File: src/rtl/gate_bist_pkg.sv
// Shared constants for the gate self-test engine: FSM encoding, gate bit positions
// and the error-counter ceiling.
package gate_bist_pkg;

    localparam logic [2:0] ST_IDLE   = 3'd0;
    localparam logic [2:0] ST_APPLY  = 3'd1;
    localparam logic [2:0] ST_SETTLE = 3'd2;
    localparam logic [2:0] ST_CHECK  = 3'd3;
    localparam logic [2:0] ST_DONE   = 3'd4;

    localparam int unsigned GATE_AND  = 0;
    localparam int unsigned GATE_OR   = 1;
    localparam int unsigned GATE_NOT  = 2;
    localparam int unsigned GATE_NAND = 3;
    localparam int unsigned GATE_NOR  = 4;
    localparam int unsigned GATE_XOR  = 5;
    localparam int unsigned GATE_XNOR = 6;
    localparam int unsigned NUM_GATES = 7;

    localparam int unsigned ERR_CNT_MAX = 255;

    function automatic logic [3:0] popcount7(input logic [NUM_GATES-1:0] v);
        logic [3:0] n;
        n = '0;
        for (int i = 0; i < NUM_GATES; i++) begin
            n = n + 4'(v[i]);
        end
        return n;
    endfunction

endpackage

File: src/rtl/gate_bist_if.sv
// Stimulus/response bundle between the self-test engine and the gate block.
interface gate_bist_if;
    logic in1;
    logic in2;
    logic outand;
    logic outor;
    logic outnot;
    logic outnand;
    logic outnor;
    logic outxor;
    logic outxnor;

    modport master (
        output in1, in2,
        input  outand, outor, outnot, outnand, outnor, outxor, outxnor
    );

    modport slave (
        input  in1, in2,
        output outand, outor, outnot, outnand, outnor, outxor, outxnor
    );
endinterface

File: src/rtl/gate_bist_gate_ref_model.sv
// Golden two-input gate responses, packed in err_mask bit order.
module gate_ref_model
    import gate_bist_pkg::*;
(
    input  logic                 in1,
    input  logic                 in2,
    output logic [NUM_GATES-1:0] exp
);

    always_comb begin
        exp            = '0;
        exp[GATE_AND]  = in1 & in2;
        exp[GATE_OR]   = in1 | in2;
        exp[GATE_NOT]  = ~in1;
        exp[GATE_NAND] = ~(in1 & in2);
        exp[GATE_NOR]  = ~(in1 | in2);
        exp[GATE_XOR]  = in1 ^ in2;
        exp[GATE_XNOR] = ~(in1 ^ in2);
    end

endmodule

File: src/rtl/gate_bist.sv
// Truth-table sweep engine: drives all four input vectors into the gate block,
// checks the seven responses against the reference model and accumulates results.
module gate_bist
    import gate_bist_pkg::*;
#(
    parameter int unsigned SETTLE_CYCLES = 2,
    parameter int unsigned REPEAT        = 1
) (
    input  logic          clk,
    input  logic          rst,
    input  logic          start,
    gate_bist_if.master   gate,
    output logic          busy,
    output logic          done,
    output logic          pass,
    output logic [6:0]    err_mask,
    output logic [7:0]    err_count,
    output logic [1:0]    first_fail
);

    localparam logic [3:0] SETTLE_LOAD = (SETTLE_CYCLES > 0) ? 4'(SETTLE_CYCLES - 1) : 4'd0;
    localparam logic [7:0] SWEEP_LAST  = 8'(REPEAT - 1);

    logic [2:0]           state_q, state_d;
    logic [1:0]           vec_q, vec_d;
    logic [7:0]           sweep_q, sweep_d;
    logic [3:0]           settle_q, settle_d;
    logic                 in1_q, in1_d, in2_q, in2_d;
    logic                 busy_q, busy_d, done_q, done_d;
    logic [6:0]           err_mask_q, err_mask_d;
    logic [7:0]           err_count_q, err_count_d;
    logic [1:0]           first_fail_q, first_fail_d;

    logic [NUM_GATES-1:0] exp_resp;
    logic [NUM_GATES-1:0] sampled;
    logic [NUM_GATES-1:0] mismatch;
    logic [8:0]           cnt_sum;

    gate_ref_model u_ref (
        .in1 (in1_q),
        .in2 (in2_q),
        .exp (exp_resp)
    );

    always_comb begin
        sampled            = '0;
        sampled[GATE_AND]  = gate.outand;
        sampled[GATE_OR]   = gate.outor;
        sampled[GATE_NOT]  = gate.outnot;
        sampled[GATE_NAND] = gate.outnand;
        sampled[GATE_NOR]  = gate.outnor;
        sampled[GATE_XOR]  = gate.outxor;
        sampled[GATE_XNOR] = gate.outxnor;
    end

    assign mismatch = exp_resp ^ sampled;
    assign cnt_sum  = {1'b0, err_count_q} + 9'(popcount7(mismatch));

    always_comb begin
        state_d      = state_q;
        vec_d        = vec_q;
        sweep_d      = sweep_q;
        settle_d     = settle_q;
        in1_d        = in1_q;
        in2_d        = in2_q;
        busy_d       = busy_q;
        done_d       = done_q;
        err_mask_d   = err_mask_q;
        err_count_d  = err_count_q;
        first_fail_d = first_fail_q;

        case (state_q)
            ST_IDLE, ST_DONE: begin
                if (start) begin
                    err_mask_d   = '0;
                    err_count_d  = '0;
                    first_fail_d = '0;
                    vec_d        = '0;
                    sweep_d      = '0;
                    in1_d        = 1'b0;
                    in2_d        = 1'b0;
                    done_d       = 1'b0;
                    busy_d       = 1'b1;
                    state_d      = ST_APPLY;
                end
            end
            ST_APPLY: begin
                in1_d    = vec_q[1];
                in2_d    = vec_q[0];
                settle_d = SETTLE_LOAD;
                state_d  = (SETTLE_CYCLES > 0) ? ST_SETTLE : ST_CHECK;
            end
            ST_SETTLE: begin
                if (settle_q == 4'd0) begin
                    state_d = ST_CHECK;
                end else begin
                    settle_d = settle_q - 4'd1;
                end
            end
            ST_CHECK: begin
                err_mask_d  = err_mask_q | mismatch;
                err_count_d = (cnt_sum > 9'(ERR_CNT_MAX)) ? 8'(ERR_CNT_MAX) : cnt_sum[7:0];
                // err_mask is cleared at start, so an all-zero mask means no earlier failure
                if ((err_mask_q == '0) && (mismatch != '0)) begin
                    first_fail_d = {in1_q, in2_q};
                end
                if (vec_q != 2'd3) begin
                    vec_d   = vec_q + 2'd1;
                    state_d = ST_APPLY;
                end else if (sweep_q < SWEEP_LAST) begin
                    vec_d   = 2'd0;
                    sweep_d = sweep_q + 8'd1;
                    state_d = ST_APPLY;
                end else begin
                    busy_d  = 1'b0;
                    done_d  = 1'b1;
                    state_d = ST_DONE;
                end
            end
            default: state_d = ST_IDLE;
        endcase
    end

    always_ff @(posedge clk) begin
        if (rst) begin
            state_q      <= ST_IDLE;
            vec_q        <= '0;
            sweep_q      <= '0;
            settle_q     <= '0;
            in1_q        <= 1'b0;
            in2_q        <= 1'b0;
            busy_q       <= 1'b0;
            done_q       <= 1'b0;
            err_mask_q   <= '0;
            err_count_q  <= '0;
            first_fail_q <= '0;
        end else begin
            state_q      <= state_d;
            vec_q        <= vec_d;
            sweep_q      <= sweep_d;
            settle_q     <= settle_d;
            in1_q        <= in1_d;
            in2_q        <= in2_d;
            busy_q       <= busy_d;
            done_q       <= done_d;
            err_mask_q   <= err_mask_d;
            err_count_q  <= err_count_d;
            first_fail_q <= first_fail_d;
        end
    end

    assign gate.in1   = in1_q;
    assign gate.in2   = in2_q;
    assign busy       = busy_q;
    assign done       = done_q;
    assign pass       = done_q && (err_mask_q == '0);
    assign err_mask   = err_mask_q;
    assign err_count  = err_count_q;
    assign first_fail = first_fail_q;

endmodule

File: src/flat_wrapper.sv
// flat-port wrapper written by rule: the top's interface ports become plain ports
module gate_bist_flat import gate_bist_pkg::*;
#(
    parameter int unsigned SETTLE_CYCLES = 2,
    parameter int unsigned REPEAT        = 1
)
  (clk, rst, start, busy, done, pass, err_mask, err_count, first_fail, gate_in1, gate_in2, gate_outand, gate_outor, gate_outnot, gate_outnand, gate_outnor, gate_outxor, gate_outxnor);
  gate_bist_if gate_i ();
  input  logic clk;
  input  logic rst;
  input  logic start;
  output logic busy;
  output logic done;
  output logic pass;
  output logic [6:0] err_mask;
  output logic [7:0] err_count;
  output logic [1:0] first_fail;
  output wire logic [$bits(gate_i.in1)-1:0] gate_in1;
  output wire logic [$bits(gate_i.in2)-1:0] gate_in2;
  input wire logic [$bits(gate_i.outand)-1:0] gate_outand;
  input wire logic [$bits(gate_i.outor)-1:0] gate_outor;
  input wire logic [$bits(gate_i.outnot)-1:0] gate_outnot;
  input wire logic [$bits(gate_i.outnand)-1:0] gate_outnand;
  input wire logic [$bits(gate_i.outnor)-1:0] gate_outnor;
  input wire logic [$bits(gate_i.outxor)-1:0] gate_outxor;
  input wire logic [$bits(gate_i.outxnor)-1:0] gate_outxnor;
  assign gate_in1 = gate_i.in1;
  assign gate_in2 = gate_i.in2;
  assign gate_i.outand = gate_outand;
  assign gate_i.outor = gate_outor;
  assign gate_i.outnot = gate_outnot;
  assign gate_i.outnand = gate_outnand;
  assign gate_i.outnor = gate_outnor;
  assign gate_i.outxor = gate_outxor;
  assign gate_i.outxnor = gate_outxnor;
  gate_bist #(.SETTLE_CYCLES(SETTLE_CYCLES), .REPEAT(REPEAT)) u_core (.clk(clk), .rst(rst), .start(start), .gate(gate_i), .busy(busy), .done(done), .pass(pass), .err_mask(err_mask), .err_count(err_count), .first_fail(first_fail));
endmodule
File: config.mk
export PLATFORM = sky130hd
export DESIGN_NAME = gate_bist_flat
export DESIGN_NICKNAME = d
export VERILOG_FILES = /design/src/rtl/gate_bist_pkg.sv /design/src/rtl/gate_bist_if.sv /design/src/rtl/gate_bist_gate_ref_model.sv /design/src/rtl/gate_bist.sv /design/src/flat_wrapper.sv
export SDC_FILE = /design/constraint.sdc
export NUM_CORES = 1
export LEC_CHECK = 0
export CAP_MARGIN = 5
export CORE_UTILIZATION = 52
export CTS_CLUSTER_SIZE = 30
export DETAILED_ROUTE_END_ITERATION = 12
export PLACE_DENSITY = 0.79
export SKIP_LAST_GASP = 1
export SYNTH_ARGS = -nofsm -noshare
export SYNTH_HDL_FRONTEND = slang
export SYNTH_HIERARCHICAL = 1
export SYNTH_SLANG_ARGS = --single-unit
File: constraint.sdc
create_clock -name clk -period 5.35 [get_ports clk]
set_input_delay 0.8025 -clock clk [delete_from_list [all_inputs] [get_ports clk]]
set_output_delay 0.8025 -clock clk [all_outputs]
set_load 0.01 [all_outputs]
# After elaboration in Yosys (flattened, before gate mapping)
# Cells that the tools add are included.
# totals
ff_bits,38
input_bits,10
out_inout_bits,22
# op_classes
add_sub_neg,10
n_lt_le_gt_ge,2
n_eq_ne,13
muxes,31
bitwise_logic,9
n_reduce_logical,18
# op_table
cell,n
2-to-1 mux 8 bit,4
case mux 8 bit (2 select lines),2
adder 4 x 1 -> 4 bit,5
case mux 7 bit (2 select lines),1
2-to-1 mux 3 bit,4
case mux 3 bit (4 select lines),1
inequality test 2 bit (second input constant),5
adder 8 x 4 -> 9 bit,1
> comparator 9 x 8 -> 1 bit (second input constant),1
adder 8 x 1 -> 8 bit (second input constant),1
less-than comparator 8 x 1 -> 1 bit (second input constant),1
2-to-1 mux 2 bit,4
case mux 1 bit (2 select lines),4
case mux 2 bit (2 select lines),2
case mux 4 bit (2 select lines),1
AND reduction 2 bit,4
AND reduction 4 bit,2
zero test 7 bit,1
2-to-1 mux 7 bit,1
bitwise OR 7 bit,1
nonzero test 7 bit,1
XOR 7 bit,1
equality test 3 x 2 -> 1 bit (second input constant),2
2-to-1 mux 1 bit,6
other kinds (18),27

# Longest topological paths before layout
# Gate-level depths: netlist of the first run.
# depth
depth_word,13
depth_mapped,16
ltp_nobuf,16

# By module
# Netlist of the first run, hierarchy kept.
# modules_own_cells
module,n_inst,cells_per_inst,area_per_inst_um2,seq_area_each_um2
gate_bist,1,196,1715.4,600.6
gate_ref_model,1,9,68.8,0.0

# Worst setup path before layout of the first run
# Ideal clock, no wire load.
# synth_path
kind,input to register
startpoint,input port gate_outand
endpoint,"register u_core.err_count_q[1], in the netlist u_core/err_count[1]"
setup_time_ps,91
arrival_time_ps,4005
setup_slack_ps,1254
path_stages,15
path_buffers,0
path_cell_list,xor2_1 -> inv_1 -> fa_1 -> inv_1 -> fa_1 -> inv_1 -> fa_1 -> inv_1 -> ha_1 -> inv_1 -> fa_1 -> nand2b_1 -> a21oi_1 -> nand4_1 -> a311oi_1
# synth_via
elab_chain_len,11
# synth_rtl
element,line,rtl
from (decl),flat_wrapper.sv:20,input wire logic [$bits(gate_i.outand)-1:0] gate_outand;
XOR 7 bit (*),gate_bist.sv:56,assign mismatch = exp_resp ^ sampled;
adder 1 x 1 -> 2 bit (*),gate_bist_pkg.sv:26,n = n + 4'(v[i]);
adder 4 x 1 -> 4 bit (*) (5 in a row),gate_bist_pkg.sv:26,
adder 8 x 4 -> 9 bit (*),gate_bist.sv:57,"assign cnt_sum = {1'b0, err_count_q} + 9'(popcount7(mismatch));"
> comparator 9 x 8 -> 1 bit,gate_bist.sv:102,err_count_d = (cnt_sum > 9'(ERR_CNT_MAX)) ? 8'(ERR_CNT_MAX) : cnt_sum[7:0];
2-to-1 mux 8 bit (*),gate_bist.sv:102,
case mux 8 bit (2 select lines) (*),gate_bist.sv:72,case (state_q)
to (signal assigned),gate_bist.sv:147,err_count_q <= err_count_d;
to (decl),gate_bist.sv:31,"logic [7:0] err_count_q, err_count_d;"
# Every way passes the cells marked *; elsewhere a longest branch is shown, timed or not.
# A chain may end at the register's enable or synchronous reset.

# Worst setup path after layout of the first run
# Same ends and word-level chain as after synthesis.

==> results.sh, run 1 <==
export IMPL_cellLeakagePower_nw=0.858
export IMPL_cts_root_buf="clkbuf_4"
export IMPL_drive_gt1_share_pct=5.11
export IMPL_fin_area_um2=2170
export IMPL_slew_viol_final=0
export IMPL_p_comb_share_pct=28.1
export IMPL_via_per_inst=5.77
export IMPL_timing_final_crit_share_pct=87.5
export IMPL_switching_share_pct=33.4
export IMPL_hold_viol=0
export IMPL_setup_viol=0
export IMPL_areaGrowthSynthToFinish_pct=21.7
export IMPL_cts_buffers=5
export IMPL_hold_class="reg2reg"
export IMPL_crit_path_start_kind="input port"
export IMPL_worstSetupPathType="in2reg"
export IMPL_min_period_ps=4680
export IMPL_ir_drop_mv=0.197
export IMPL_multiInputGateArea_um2=1050
export IMPL_dr_pass1_iters=4
export IMPL_synthArstFlopShare_pct=0
export IMPL_place_area_um2=2110
export IMPL_dr_total_vias=1609
export IMPL_register_area_um2=601
export IMPL_netlist_instances=205
export IMPL_max_slew_margin_pct=23.1
export IMPL_cp_arrival_ps=4920
export IMPL_clock_path_buffers=2
export IMPL_finalWeightedCongestion=0.814
export IMPL_synth_nets=233
export IMPL_fp_row_count=20
export IMPL_power_share_clock_pct=26.1
export IMPL_start_util_pct=56.6
export IMPL_die_y_um=60.6
export IMPL_fin_skew_ps=7.33
export IMPL_fin_cells=279
export IMPL_hold_buffers=0
export IMPL_track_usage_pct=24.5
export IMPL_grt_max_degree=34
export IMPL_cts_resized=0
export IMPL_grt_pass1_vias=1504
export IMPL_numPortBuffers=31
export IMPL_die_w_um=60.6
export IMPL_core_um2=3150
export IMPL_synth_edf_count=0
export IMPL_wl_mm=4.09
export IMPL_hpwl_mm=2.99
export IMPL_synth_ff_type="dfxtp_1"
export IMPL_ios=32
export IMPL_fin_tns_setup_ps=0
export IMPL_power_density_nw_per_um2=251
export IMPL_antenna_found_initial=0
export IMPL_grt_overflow=0
export IMPL_outcome="finished, final reports clean"
export IMPL_tightestPinTransition_ps=1150
export IMPL_antenna_left=0
export IMPL_max_freq_mhz=214
export IMPL_synth_area_um2=1780
export IMPL_wl_per_cell_um=14.7
export IMPL_synthDistinctLibCells=43
export IMPL_switchingPower_mw=0.183
export IMPL_internal_power_mw=0.363
export IMPL_place_inst=271
export IMPL_path_clk_slew_ps=100
export IMPL_drt_iter0_drc=80
export IMPL_grt_pass1_wl_mm=6.61
export IMPL_cp_max_fo=4
export IMPL_cts_num_sinks=30
export IMPL_antenna_cells=0
export IMPL_synth_seq_area_share_pct=33.7
export IMPL_seq_power_share_pct=45.9
export IMPL_htreeDepth=2
export IMPL_end_kind="flip-flop"
export IMPL_synth_avg_cell_area_um2=8.70
export IMPL_post_cts_setup_buffers=0
export IMPL_required_ps=5580
export IMPL_ys_warn_count=6
export IMPL_maxCapViolCount=0
export IMPL_whs_ps=485
export IMPL_synth_seq_cells=30
export IMPL_drc_errors=0
export IMPL_n_fill_cell=272
export IMPL_num_nets_final=262
export IMPL_cts_tree="yes"
export IMPL_worstSkewPairLatency_ps=330
export IMPL_total_power_mw=0.546
export IMPL_fp_dieArea_um2=3670
export IMPL_rsz0062_at_grt="false"
power by group through the flow:
stage	Clock (mW)	Sequential, mW	Combinational (mW)
final	0.142	0.250	0.153
after CTS	0.144	0.250	0.152
after global placement	0	0.254	0.142
after detailed placement	0	0.256	0.151
after global routing	0.156	0.253	0.170
after floorplan	0	0.248	0.115
flip-flops by register name, indices dropped and copies added, names as in the netlist:
name	flops
u_core/err_count	8
u_core/err_mask	7
u_core/settle_q	4
u_core/state_q	3
u_core/first_fail	2
u_core/vec_q	2
u_core/busy	1
u_core/done	1
u_core/gate.in1	1
u_core/gate.in2	1
worst paths after layout:
check | startpoint | slack, ps | to | cells past startpoint
max | gate_outand | 670 | u_core/err_count[1] | 16
min | u_core/first_fail[1] | 490 | u_core/first_fail[1] | 2
max reg2reg | u_core/gate.in2 | 930 | u_core/err_count[1] | 16
min reg2reg | u_core/first_fail[1] | 490 | u_core/first_fail[1] | 2
cell usage after synthesis (2+ instances only):
cell      count  share of area, %
clkbuf_1      5               1.1
nor4_1        2              0.70
nor3_1        7               2.0
a21oi_1      17               4.8
a22oi_1      11               4.6
xor2_1        9               4.4
and3_1        3               1.1
o32ai_1       2              0.98
nand3_1       5               1.4
nand2_1       7               1.5
a211oi_1      4               1.7
fa_1          4               4.5
a31oi_1       2              0.70
o21ai_0       2              0.56
o21ai_1       3              0.84
nand2b_1      4               1.4
ha_1         14               9.8
xnor2_1       3               1.5
dfxtp_1      30                34
a311oi_1      3               1.5
nand3b_1      2              0.84
nor2_1       18               3.8
buf_2         4               1.1
inv_1        24               5.0
nor3b_2       2               1.4
worst max-delay path: stages:
cell and delay (ps):
clkdlybuf4s50_1 470, xor2_1 300, inv_1 100, fa_1 490, inv_1 60, fa_1 490
inv_1 60, fa_1 440, inv_1 70, ha_1 180, inv_1 80, fa_1 420
nand2b_1 190, a21oi_1 280, nand4_1 200, a311oi_1 280
logic make-up (layout without fill, tap and decap cells):
kind of cell	Yosys count	in the layout	share of synthesized area, %
xor gates and xnor gates	12	12	5.89
AOI/OAI and AO/OA	50	50	18.9
and+or+nand+nor	62	62	20.1
buffers and inverters	33	63	7.22
adders and majority gates	18	18	14.3
DFF	30	30	33.7
placed cells by master, fill, tap and decap left out, types with 5 or more instances in the layout:
cell type        netlist  layout
a21oi_1               17      17
a22oi_1               11      11
clkbuf_4               0       5
clkdlybuf4s50_1        0      31
dfxtp_1               30      30
ha_1                  14      14
inv_1                 24      24
nand2_1                7       7
nand3_1                5       5
nor2_1                18      18
nor3_1                 7       7
xor2_1                 9       9
final cells by class:
cell class	count	area share, %
Sequential cell	30	27.7
Inverter	24	4.15
Timing Repair Buffer	31	14.3
Clock inverter	1	0.231
Multi-Input combinational cell	142	48.6
Clock buffer	7	2.54
Tap cell	44	2.54
layer usage:
metal  global-route usage [%]  wire, µm  vias up
met4                     11.7        74        0
met3                     4.90       205        9
met1                     29.6      1790      764
met5                        0         0        -
met2                     41.6      2020       53
li1                         -         -      783
through the flow:
step | setup slack [ps] | util, %
after floorplan | 1250 | -
after global placement | 553 | 66.9
after detailed placement | 365 | 66.9
after CTS | 702 | 68.8
after global routing | 366 | 68.8
final | 666 | 68.8
(Power assumes the default switching activity.)
==> run 2: changes to the inputs <==
--- a/config.mk
+++ b/config.mk
@@ -6,10 +6,10 @@
 export NUM_CORES = 1
 export LEC_CHECK = 0
 export CAP_MARGIN = 5
-export CORE_UTILIZATION = 52
+export CORE_UTILIZATION = 56
 export CTS_CLUSTER_SIZE = 30
 export DETAILED_ROUTE_END_ITERATION = 12
-export PLACE_DENSITY = 0.79
+export PLACE_DENSITY = 0.84
 export SKIP_LAST_GASP = 1
 export SYNTH_ARGS = -nofsm -noshare
 export SYNTH_HDL_FRONTEND = slang
==> constraint.sdc (replaced) <==
create_clock -name clk -period 6 [get_ports clk]
set_input_delay 0.9 -clock clk [delete_from_list [all_inputs] [get_ports clk]]
set_output_delay 0.9 -clock clk [all_outputs]
set_load 0.01 [all_outputs]
==> results.sh, run 2 (synthesis results as in run 1) <==
export IMPL_outcome="finished, final reports clean"
export IMPL_fp_row_count=20
export IMPL_core_um2=3030
export IMPL_total_power_mw=0.485
export IMPL_timing_final_crit_share_pct=76.9
export IMPL_drive_gt1_share_pct=5.93
export IMPL_num_nets_final=263
export IMPL_power_density_nw_per_um2=222
export IMPL_areaGrowthSynthToFinish_pct=22.3
export IMPL_slowest_stage="fa_1"
export IMPL_min_period_ps=4620
export IMPL_dr_total_vias=1536
export IMPL_grt_pass1_wl_mm=6.35
export IMPL_fp_dieArea_um2=3420
export IMPL_grt_max_degree=34
export IMPL_wl_per_cell_um=13.5
export IMPL_cts_buffers=5
export IMPL_hold_viol=0
export IMPL_wl_mm=3.79
export IMPL_clock_path_buffers=2
export IMPL_end_kind="flip-flop"
export IMPL_crit_chain="clkdlybuf4s50_1 -> xor2_1 -> inv_1 -> fa_1 -> inv_1 -> fa_1 -> inv_1 -> fa_1 -> inv_1 -> ha_1 -> inv_1 -> fa_1 -> nand2b_1 -> a21oi_1 -> nand4_1 -> a311oi_1"
export IMPL_ir_drop_mv=0.200
export IMPL_grt_overflow=0
export IMPL_hold_buffers=0
export IMPL_drc_errors=0
export IMPL_via_per_inst=5.49
export IMPL_max_freq_mhz=217
export IMPL_cp_max_fo=4
export IMPL_slew_viol_final=0
export IMPL_path_clk_slew_ps=100
export IMPL_final_common_cell="clkdlybuf4s50_1"
export IMPL_met1_length_mm=1.83
export IMPL_max_slew_margin_pct=41.9
export IMPL_finalWeightedCongestion=0.800
export IMPL_die_y_um=58.4
export IMPL_hpwl_mm=2.72
export IMPL_drt_iter0_drc=90
export IMPL_worstSkewPairLatency_ps=340
export IMPL_setup_viol=0
export IMPL_cts_tree="yes"
export IMPL_numPortBuffers=31
export IMPL_ios=32
export IMPL_cellLeakagePower_nw=0.861
export IMPL_crit_path_max_incr_delay_ps=480
export IMPL_rsz0062_at_grt="false"
export IMPL_cts_num_sinks=30
export IMPL_die_w_um=58.4
export IMPL_antenna_cells=0
export IMPL_antenna_found_initial=0
export IMPL_htreeDepth=2
export IMPL_cts_resized=0
export IMPL_grt_pass1_vias=1403
export IMPL_maxCapViolCount=0
export IMPL_whs_ps=487
export IMPL_cts_root_buf="clkbuf_4"
export IMPL_post_cts_setup_buffers=0
export IMPL_worstSetupPathType="in2reg"
export IMPL_tightestPinTransition_ps=869
export IMPL_antenna_left=0
export IMPL_met3WireLength_um=116
export IMPL_largest_reg_flops=8
export IMPL_fin_tns_setup_ps=0
export IMPL_layout_common_cells="31 x clkdlybuf4s50_1, 30 x dfxtp_1, 24 x inv_1"
export IMPL_crit_path_start_kind="input port"
export IMPL_critPathMostFrequentCell="inv_1"
export IMPL_hold_class="reg2reg"
export IMPL_track_usage_pct=25.0
export IMPL_route_met2_wl_mm=1.79
export IMPL_fin_skew_ps=5.96
export IMPL_dr_pass1_iters=4
export IMPL_top_layer="met4"
export IMPL_required_ps=6250
export IMPL_cp_arrival_ps=4870
export IMPL_start_util_pct=58.9
-- run 2: changes by cell type in the layout (fill, tap and decap cells not counted) --
cell / change
buf_4: +1
clkbuf_1: -1
clkinvlp_4: +1
-- run 2: cell type report --
cell class                 count  area, µm²
multi-input combinational    142       1050
fill                         245        846
sequential                    30        601
timing repair buffer          32        318
inverter                      24       90.1
tap                           44       55.1
clock buffer                   6       51.3
clock inverter                 2       12.5
-- run 2: metal layers --
layer  GRT usage (%)  vias up
li1                -      781
met4            9.18        0
met5               0        -
met1            31.7      726
met3            7.25        5
met2            40.4       24
-- run 2: metrics by stage --
step                      util, %  worst slack (ps)  instances  cell area, µm²
final                        72.1              1380        280            2180
after global routing         72.1              1150        280            2180
after CTS                    72.1              1410        280            2180
after detailed placement     70.0              1050        272            2120
after global placement       70.0              1140        272            2120
after floorplan                 -              1810        205            1780
-- run 2: final timing paths --
kind,from,to,slack (ps),depth (start not counted)
max,gate_outand,u_core/err_count[1],1380,16
min,u_core/done,u_core/done,490,2
max reg2reg,u_core/gate.in2,u_core/err_count[1],1740,16
min reg2reg,u_core/done,u_core/done,490,2
-- run 2: where the power goes --
group | total, mW | internal (mW) | leakage [nW] | switching, mW
clock network | 0.130 | 0.0562 | 0.0343 | 0.0737
logic | 0.131 | 0.0568 | 0.584 | 0.0745
registers | 0.223 | 0.210 | 0.243 | 0.0139
total | 0.485 | 0.323 | 0.861 | 0.162
-- run 2: worst max-delay path, delay by kind of cell --
kind                     cells  cell delay, ps
AND/OR/NAND/NOR              2             360
AO/OA/AOI/OAI                2             550
adder cells (fa/ha/maj)      5            1950
buffers and inverters        6             790
XOR/XNOR                     1             320
